$ cat src/rtl/core_types_pkg.sv
// rtl/core_types_pkg.sv - shared core types for the free list op scheduler
package core_types_pkg;

   // Physical register tag (64 physical registers)
   typedef logic [5:0] phys_reg_tag_t;

   // Dispatch sequencing state: SAVE_PEND means the dequeue already happened
   // and the checkpoint save for the same instruction is still owed.
   typedef enum logic {
      IDLE      = 1'b0,
      SAVE_PEND = 1'b1
   } fl_sched_state_t;

endpackage

$ cat src/rtl/free_list_op_scheduler_if.sv
// rtl/free_list_op_scheduler_if.sv - dispatch/revert/restore/free-list signal bundle
// master: the surrounding pipeline (dispatch, squash walker, restore system, free list)
// slave : the scheduler
interface free_list_op_scheduler_if;
   import core_types_pkg::*;

   logic          disp_dequeue_req;
   logic          disp_save_req;
   logic          disp_grant;
   logic          revert_push_valid;
   phys_reg_tag_t revert_push_tag;
   logic          revert_push_ready;
   logic          revert_busy;
   logic          restore_valid;
   logic          restore_speculate_failed;
   logic          fl_dequeue_valid;
   logic          fl_empty;
   logic          fl_revert_valid;
   phys_reg_tag_t fl_revert_tag;
   logic          fl_save_valid;
   logic          fl_restore_valid;
   logic          sched_error;

   modport master (
      output disp_dequeue_req, disp_save_req, revert_push_valid, revert_push_tag,
             restore_valid, restore_speculate_failed, fl_empty,
      input  disp_grant, revert_push_ready, revert_busy, fl_dequeue_valid,
             fl_revert_valid, fl_revert_tag, fl_save_valid, fl_restore_valid, sched_error
   );

   modport slave (
      input  disp_dequeue_req, disp_save_req, revert_push_valid, revert_push_tag,
             restore_valid, restore_speculate_failed, fl_empty,
      output disp_grant, revert_push_ready, revert_busy, fl_dequeue_valid,
             fl_revert_valid, fl_revert_tag, fl_save_valid, fl_restore_valid, sched_error
   );

endinterface

$ cat src/rtl/revert_tag_fifo.sv
// rtl/revert_tag_fifo.sv - FIFO of speculated phys reg tags awaiting revert
// Ports: CLK, nRST (async active-low), push/push_tag, pop, flush (drops all entries),
//        head_tag (registered array read at read pointer), count, empty.
module revert_tag_fifo
   import core_types_pkg::*;
#(
   parameter  int DEPTH = 8,
   localparam int AW    = $clog2(DEPTH)
) (
   input  logic          CLK,
   input  logic          nRST,
   input  logic          push,
   input  phys_reg_tag_t push_tag,
   input  logic          pop,
   input  logic          flush,
   output phys_reg_tag_t head_tag,
   output logic [AW:0]   count,
   output logic          empty
);

   // Pointers carry one extra msb so full and empty are distinguishable
   logic [AW:0]   wr_ptr;
   logic [AW:0]   rd_ptr;
   phys_reg_tag_t mem [DEPTH];

   always_ff @(posedge CLK or negedge nRST) begin
      if (!nRST) begin
         wr_ptr <= '0;
         rd_ptr <= '0;
      end else if (flush) begin
         rd_ptr <= wr_ptr;
      end else begin
         if (push) wr_ptr <= wr_ptr + (AW+1)'(1);
         if (pop)  rd_ptr <= rd_ptr + (AW+1)'(1);
      end
   end

   always_ff @(posedge CLK) begin
      if (push) mem[wr_ptr[AW-1:0]] <= push_tag;
   end

   assign head_tag = mem[rd_ptr[AW-1:0]];
   assign count    = wr_ptr - rd_ptr;
   assign empty    = (wr_ptr == rd_ptr);

endmodule

$ cat src/rtl/free_list_op_scheduler.sv
// rtl/free_list_op_scheduler.sv - serializes free list restore-fail/revert/save/dequeue ops
// Ports: CLK, nRST (async active-low); bus (free_list_op_scheduler_if.slave) carrying the
//        dispatch request/grant, revert tag push, restore request and free list op strobes.
// Priority per cycle: restore-fail > revert > save > dequeue, at most one of them.
// Optional macro FL_SCHED_ERROR_CHECK_EN: sticky sched_error on protocol violations;
// without it sched_error is tied low.
module free_list_op_scheduler
   import core_types_pkg::*;
#(
   parameter int REVERT_FIFO_DEPTH = 8
) (
   input logic                      CLK,
   input logic                      nRST,
   free_list_op_scheduler_if.slave  bus
);

   localparam int          AW       = $clog2(REVERT_FIFO_DEPTH);
   localparam logic [AW:0] CNT_FULL = (AW+1)'(REVERT_FIFO_DEPTH);

   fl_sched_state_t state, state_next;
   logic            restore_fail;
   logic            full;
   logic            empty;
   logic [AW:0]     count;
   logic            push;
   logic            pop;
   logic            dispatch_ok;
   logic            deq_out;
   logic            save_out;
   logic            grant_out;

   assign restore_fail = bus.restore_valid & bus.restore_speculate_failed;

   // Ready looks at the registered count, so a full FIFO refuses even when popping
   assign full                  = (count == CNT_FULL);
   assign bus.revert_push_ready = ~full & ~restore_fail;
   assign push                  = bus.revert_push_valid & bus.revert_push_ready;
   assign pop                   = ~empty & ~restore_fail;

   revert_tag_fifo #(.DEPTH(REVERT_FIFO_DEPTH)) u_fifo (
      .CLK      (CLK),
      .nRST     (nRST),
      .push     (push),
      .push_tag (bus.revert_push_tag),
      .pop      (pop),
      .flush    (restore_fail),
      .head_tag (bus.fl_revert_tag),
      .count    (count),
      .empty    (empty)
   );

   assign bus.fl_revert_valid  = pop;
   assign bus.revert_busy      = ~empty;
   assign bus.fl_restore_valid = bus.restore_valid;

   // A walker still offering tags also holds dispatch, so a revert always lands
   // before any new allocation from the same free list.
   assign dispatch_ok = ~restore_fail & empty & ~bus.revert_push_valid;

   always_ff @(posedge CLK or negedge nRST) begin
      if (!nRST) state <= IDLE;
      else       state <= state_next;
   end

   always_comb begin
      state_next = state;
      deq_out    = 1'b0;
      save_out   = 1'b0;
      grant_out  = 1'b0;
      if (restore_fail) begin
         state_next = IDLE;
      end else if (dispatch_ok) begin
         case (state)
            IDLE: begin
               if (bus.disp_dequeue_req && !bus.fl_empty) begin
                  deq_out = 1'b1;
                  // Save follows next cycle so the checkpoint sees this allocation
                  if (bus.disp_save_req) state_next = SAVE_PEND;
                  else                   grant_out  = 1'b1;
               end else if (bus.disp_save_req && !bus.disp_dequeue_req) begin
                  save_out  = 1'b1;
                  grant_out = 1'b1;
               end
            end
            SAVE_PEND: begin
               save_out   = 1'b1;
               grant_out  = 1'b1;
               state_next = IDLE;
            end
            default: state_next = IDLE;
         endcase
      end
   end

   assign bus.fl_dequeue_valid = deq_out;
   assign bus.fl_save_valid    = save_out;
   assign bus.disp_grant       = grant_out;

`ifdef FL_SCHED_ERROR_CHECK_EN
   logic err_q;
   logic req_pending_q;
   logic req_any;
   logic multi_op;

   assign req_any  = bus.disp_dequeue_req | bus.disp_save_req;
   assign multi_op = $countones({pop, save_out, deq_out, restore_fail}) > 1;

   always_ff @(posedge CLK or negedge nRST) begin
      if (!nRST) begin
         err_q         <= 1'b0;
         req_pending_q <= 1'b0;
      end else begin
         err_q <= err_q
                | (bus.revert_push_valid & full)
                | (req_pending_q & ~req_any & ~restore_fail)
                | multi_op;
         req_pending_q <= req_any & ~grant_out & ~restore_fail;
      end
   end

   assign bus.sched_error = err_q;
`else
   assign bus.sched_error = 1'b0;
`endif

endmodule

$ cat src/flat_wrapper.sv
// flat-port wrapper written by rule: the top's interface ports become plain ports
module free_list_op_scheduler_flat import core_types_pkg::*;
#(
   parameter int REVERT_FIFO_DEPTH = 8
)
  (CLK, nRST, bus_disp_dequeue_req, bus_disp_save_req, bus_revert_push_valid, bus_revert_push_tag, bus_restore_valid, bus_restore_speculate_failed, bus_fl_empty, bus_disp_grant, bus_revert_push_ready, bus_revert_busy, bus_fl_dequeue_valid, bus_fl_revert_valid, bus_fl_revert_tag, bus_fl_save_valid, bus_fl_restore_valid, bus_sched_error);
  free_list_op_scheduler_if bus_i ();
  input logic CLK;
  input logic nRST;
  input wire logic [$bits(bus_i.disp_dequeue_req)-1:0] bus_disp_dequeue_req;
  input wire logic [$bits(bus_i.disp_save_req)-1:0] bus_disp_save_req;
  input wire logic [$bits(bus_i.revert_push_valid)-1:0] bus_revert_push_valid;
  input wire logic [$bits(bus_i.revert_push_tag)-1:0] bus_revert_push_tag;
  input wire logic [$bits(bus_i.restore_valid)-1:0] bus_restore_valid;
  input wire logic [$bits(bus_i.restore_speculate_failed)-1:0] bus_restore_speculate_failed;
  input wire logic [$bits(bus_i.fl_empty)-1:0] bus_fl_empty;
  output wire logic [$bits(bus_i.disp_grant)-1:0] bus_disp_grant;
  output wire logic [$bits(bus_i.revert_push_ready)-1:0] bus_revert_push_ready;
  output wire logic [$bits(bus_i.revert_busy)-1:0] bus_revert_busy;
  output wire logic [$bits(bus_i.fl_dequeue_valid)-1:0] bus_fl_dequeue_valid;
  output wire logic [$bits(bus_i.fl_revert_valid)-1:0] bus_fl_revert_valid;
  output wire logic [$bits(bus_i.fl_revert_tag)-1:0] bus_fl_revert_tag;
  output wire logic [$bits(bus_i.fl_save_valid)-1:0] bus_fl_save_valid;
  output wire logic [$bits(bus_i.fl_restore_valid)-1:0] bus_fl_restore_valid;
  output wire logic [$bits(bus_i.sched_error)-1:0] bus_sched_error;
  assign bus_i.disp_dequeue_req = bus_disp_dequeue_req;
  assign bus_i.disp_save_req = bus_disp_save_req;
  assign bus_i.revert_push_valid = bus_revert_push_valid;
  assign bus_i.revert_push_tag = bus_revert_push_tag;
  assign bus_i.restore_valid = bus_restore_valid;
  assign bus_i.restore_speculate_failed = bus_restore_speculate_failed;
  assign bus_i.fl_empty = bus_fl_empty;
  assign bus_disp_grant = bus_i.disp_grant;
  assign bus_revert_push_ready = bus_i.revert_push_ready;
  assign bus_revert_busy = bus_i.revert_busy;
  assign bus_fl_dequeue_valid = bus_i.fl_dequeue_valid;
  assign bus_fl_revert_valid = bus_i.fl_revert_valid;
  assign bus_fl_revert_tag = bus_i.fl_revert_tag;
  assign bus_fl_save_valid = bus_i.fl_save_valid;
  assign bus_fl_restore_valid = bus_i.fl_restore_valid;
  assign bus_sched_error = bus_i.sched_error;
  free_list_op_scheduler #(.REVERT_FIFO_DEPTH(REVERT_FIFO_DEPTH)) u_core (.CLK(CLK), .nRST(nRST), .bus(bus_i));
endmodule
$ cat config.mk
export PLATFORM = sky130hd
export DESIGN_NAME = free_list_op_scheduler_flat
export DESIGN_NICKNAME = d
export VERILOG_FILES = /design/src/rtl/core_types_pkg.sv /design/src/rtl/free_list_op_scheduler_if.sv /design/src/rtl/revert_tag_fifo.sv /design/src/rtl/free_list_op_scheduler.sv /design/src/flat_wrapper.sv
export SDC_FILE = /design/constraint.sdc
export NUM_CORES = 1
export LEC_CHECK = 0
export ABC_AREA = 1
export BUFFER_PORTS_ARGS = -buffer_cell sky130_fd_sc_hd__buf_4
export CELL_PAD_IN_SITES_DETAIL_PLACEMENT = 1
export CELL_PAD_IN_SITES_GLOBAL_PLACEMENT = 1
export CORE_AREA = 2 2 110 112
export CTS_CLUSTER_DIAMETER = 120
export DETAILED_ROUTE_END_ITERATION = 6
export DIE_AREA = 0 0 112 114
export PLACE_DENSITY = 0.55
export SETUP_SLACK_MARGIN = 0.2
export SYNTH_ARGS = -nofsm -noshare
export SYNTH_HDL_FRONTEND = slang
export SYNTH_HIERARCHICAL = 1
export SYNTH_SLANG_ARGS = --single-unit
$ cat constraint.sdc
create_clock -name CLK -period 3.1 [get_ports CLK]
set_clock_uncertainty 0.15 [all_clocks]
set_input_delay 0.31 -clock CLK [delete_from_list [all_inputs] [get_ports CLK]]
set_output_delay 0.31 -clock CLK [all_outputs]
set_load 0.02 [all_outputs]
==> out/metrics.yaml <==
worstSetupEndpointType: "flip-flop"
switching_share: 0.398
grt-ovfl-total: 0
synth_top_area_frac: 0.509
worstSetupStartpointType: "flip-flop"
grtUsageTotal: 0.116
gp_congestion: 0.714
drive_gt1_frac: 0.175
initial_core_util: 0.242
synth.avg_cell_area_um2: 9.10
synth_edf_count: 48
post-route-period-util: 0.865
grt_pass1_vias: 2201
fp.dieArea_um2: 12800
power_mw: 3.38
power_density_nw_per_um2: 962
io_buffers: 26
drc: 0
via_per_inst: 4.20
dp_slack_ps: 225
vias: 2107
timing.hold.ws_ps: 86.7
routed_wire_length_per_instance_um: 13.8
h-tree-depth: 3
clk_latency_ps: 320
cts_tree: "built"
yosysMostFrequentCell: "nand2_1"
hp-class: "in2reg"
core_region_area_um2: 11700
p_int_mw: 2.03
setup_violations: 0
seq_power_share: 0.311
synthArstFlopShare: 0.158
required_ps: 2930
power.switching_mw: 1.34
path_class: "reg2reg"
grt_start_max_net_pins: 30
hold_viol: 0
finalSetupTns_ps: 0
clock_path_buffers: 2
fmax_mhz: 373
first_pass_iters: 4
placementRows: 40
status: "complete, no violations"
cts.clk_slew.worst_paths_ps: 50
syn2layout_area_growth_pct: 24.0
cts_buffers: 9
hpwl_um: 4980
synth_common_cells: "nand2_1 (99), inv_1 (64), edfxtp_1 (48)"
yosysTopAreaCell: "edfxtp_1"
cts_root_buf: "clkbuf_16"
maxSlewViolCount: 0
finalWirelength_um: 6910
syn_inst: 311
yosysWarnings: 6
io_pins: 28
ys.flop_type: "edfxtp_1"
ys_types: 22
slowest_stage: "dfrtp_1"
ir_drop_mv: 0.291
nFillCells: 1406
cp_max_fo: 6
synth_seq_area_share: 0.589
syn_nets: 331
max_stage_delay_ps: 420
dieWidth_um: 112
final_net_count: 370
grt_pass1_wl_um: 11200
synth_area_um2: 2830
cp_cell_sequence: "inv_1 -> ha_1 -> fa_1 -> xnor2_1 -> inv_1 -> nand3_1 -> nand2_1 -> nor2_2 -> nand2_1 -> nor2_2"
fin_crit_ps: 2680
drt_iter0_markers: 70
power.leakage_nw: 1.65
synth-seq-cells: 57
clkSinkCount: 57
diodes: 0
clkPwrFrac: 0.259
worst_slack_ps: 420
rsz0062_at_grt: "false"
maxCapViolCount: 0
arrival_ps: 2510
antenna_left: 0
antenna_found_initial: 0
die_height_um: 114
power_frac_comb: 0.430
synth_top_cells_by_area: "edfxtp_1 (51%), nand2_1 (13%), inv_1 (8.5%), dfrtp_1 (8.0%), nand3_1 (5.7%)"
cells by family (layout without fill, tap and decap cells):
| kind of cell | Yosys count | in the layout | share of synthesized area |
|---|---|---|---|
| xor+xnor | 5 | 5 | 0.0155 |
| compound gates | 12 | 12 | 0.0248 |
| flops | 57 | 57 | 0.589 |
| buf+inv | 77 | 121 | 0.118 |
| fa+ha+maj | 6 | 6 | 0.0292 |
| simple gates | 153 | 153 | 0.223 |
| other cells | 1 | 1 | 0.00132 |
final timing paths:
path	cells after the start	startpoint	slack, ps	end
worst max-delay path	10	u_core/u_fifo/wr_ptr[0]	420	u_core/u_fifo/mem[3][3]
worst min-delay path	3	bus_disp_save_req	90	u_core/state
worst max register to register	10	u_core/u_fifo/wr_ptr[0]	420	u_core/u_fifo/mem[3][3]
worst min register to register	1	u_core/u_fifo/wr_ptr[3]	370	u_core/u_fifo/wr_ptr[3]
max in group asynchronous	2	nRST	2440	u_core/u_fifo/wr_ptr[0]
min in group asynchronous	2	nRST	210	u_core/u_fifo/rd_ptr[3]
area by class of cell:
class / instances / area (um2) / area share
Tap cell: 147 / 184 / 0.0524
Clock buffer: 9 / 225 / 0.0642
Timing Repair Buffer: 38 / 288 / 0.0820
Sequential cell: 57 / 1670 / 0.475
Clock inverter: 7 / 46.3 / 0.0132
Inverter: 67 / 254 / 0.0724
Multi-Input combinational cell: 177 / 846 / 0.241
sequential cells by signal, summed over array words and instances, names as in the netlist:
register and flops:
u_core/state 1, u_core/u_fifo/wr_ptr 4, u_core/u_fifo/mem 48, u_core/u_fifo/rd_ptr 4
worst max-delay path, delay by kind of cell, from the launching register on:
family / cells / cell delay, ps
simple gates: 5 / 860
fa+ha+maj: 2 / 610
flops: 1 / 420
buf+inv: 2 / 160
xor+xnor: 1 / 150
layout by cell type (no fill, tap or decap), drive strengths merged:
master and count:
inv 68, nand3b 2, a21oi 4, xnor2 3
xor2 2, nor2 18, a22oi 4, clkinv 5
dlygate4sd3 1, nor3 1, conb 1, nand2 100
clkbuf 9, nand3 32, o21ai 4, buf 37
fa 1, edfxtp 48, clkinvlp 1, ha 5
dfrtp 9
metrics by stage:
step / cells / instance area [um2] / util
floorplan: 311 / 2830 / -
global placement: 485 / 3210 / 0.274
detailed placement: 485 / 3210 / 0.274
CTS: 502 / 3490 / 0.298
global route: 502 / 3510 / 0.300
finish: 502 / 3510 / 0.300
layer usage:
metal  GRT usage  share of wire
met5           0              0
met4      0.0569          0.016
met3      0.0170          0.033
met2       0.195           0.49
met1       0.147           0.46
what timing repair did:
| action | CTS | global route |
|---|---|---|
| hold endpoints to repair | 9 | 0 |
| hold buffers | 1 | 0 |
| setup endpoints to repair | 0 | 25 |
| buffers inserted | 0 | 0 |
| resized for setup | 0 | 6 |
power groups by stage:
stage	clock network, mW	logic, mW	registers, mW
after floorplan	0	0.988	1.05
after global placement	0	1.45	1.05
final	0.876	1.45	1.05
after global routing	0.934	1.66	1.06
after CTS	0.903	1.47	1.05
after detailed placement	0	1.46	1.06
Note: power is estimated with default switching activity, not from simulation.
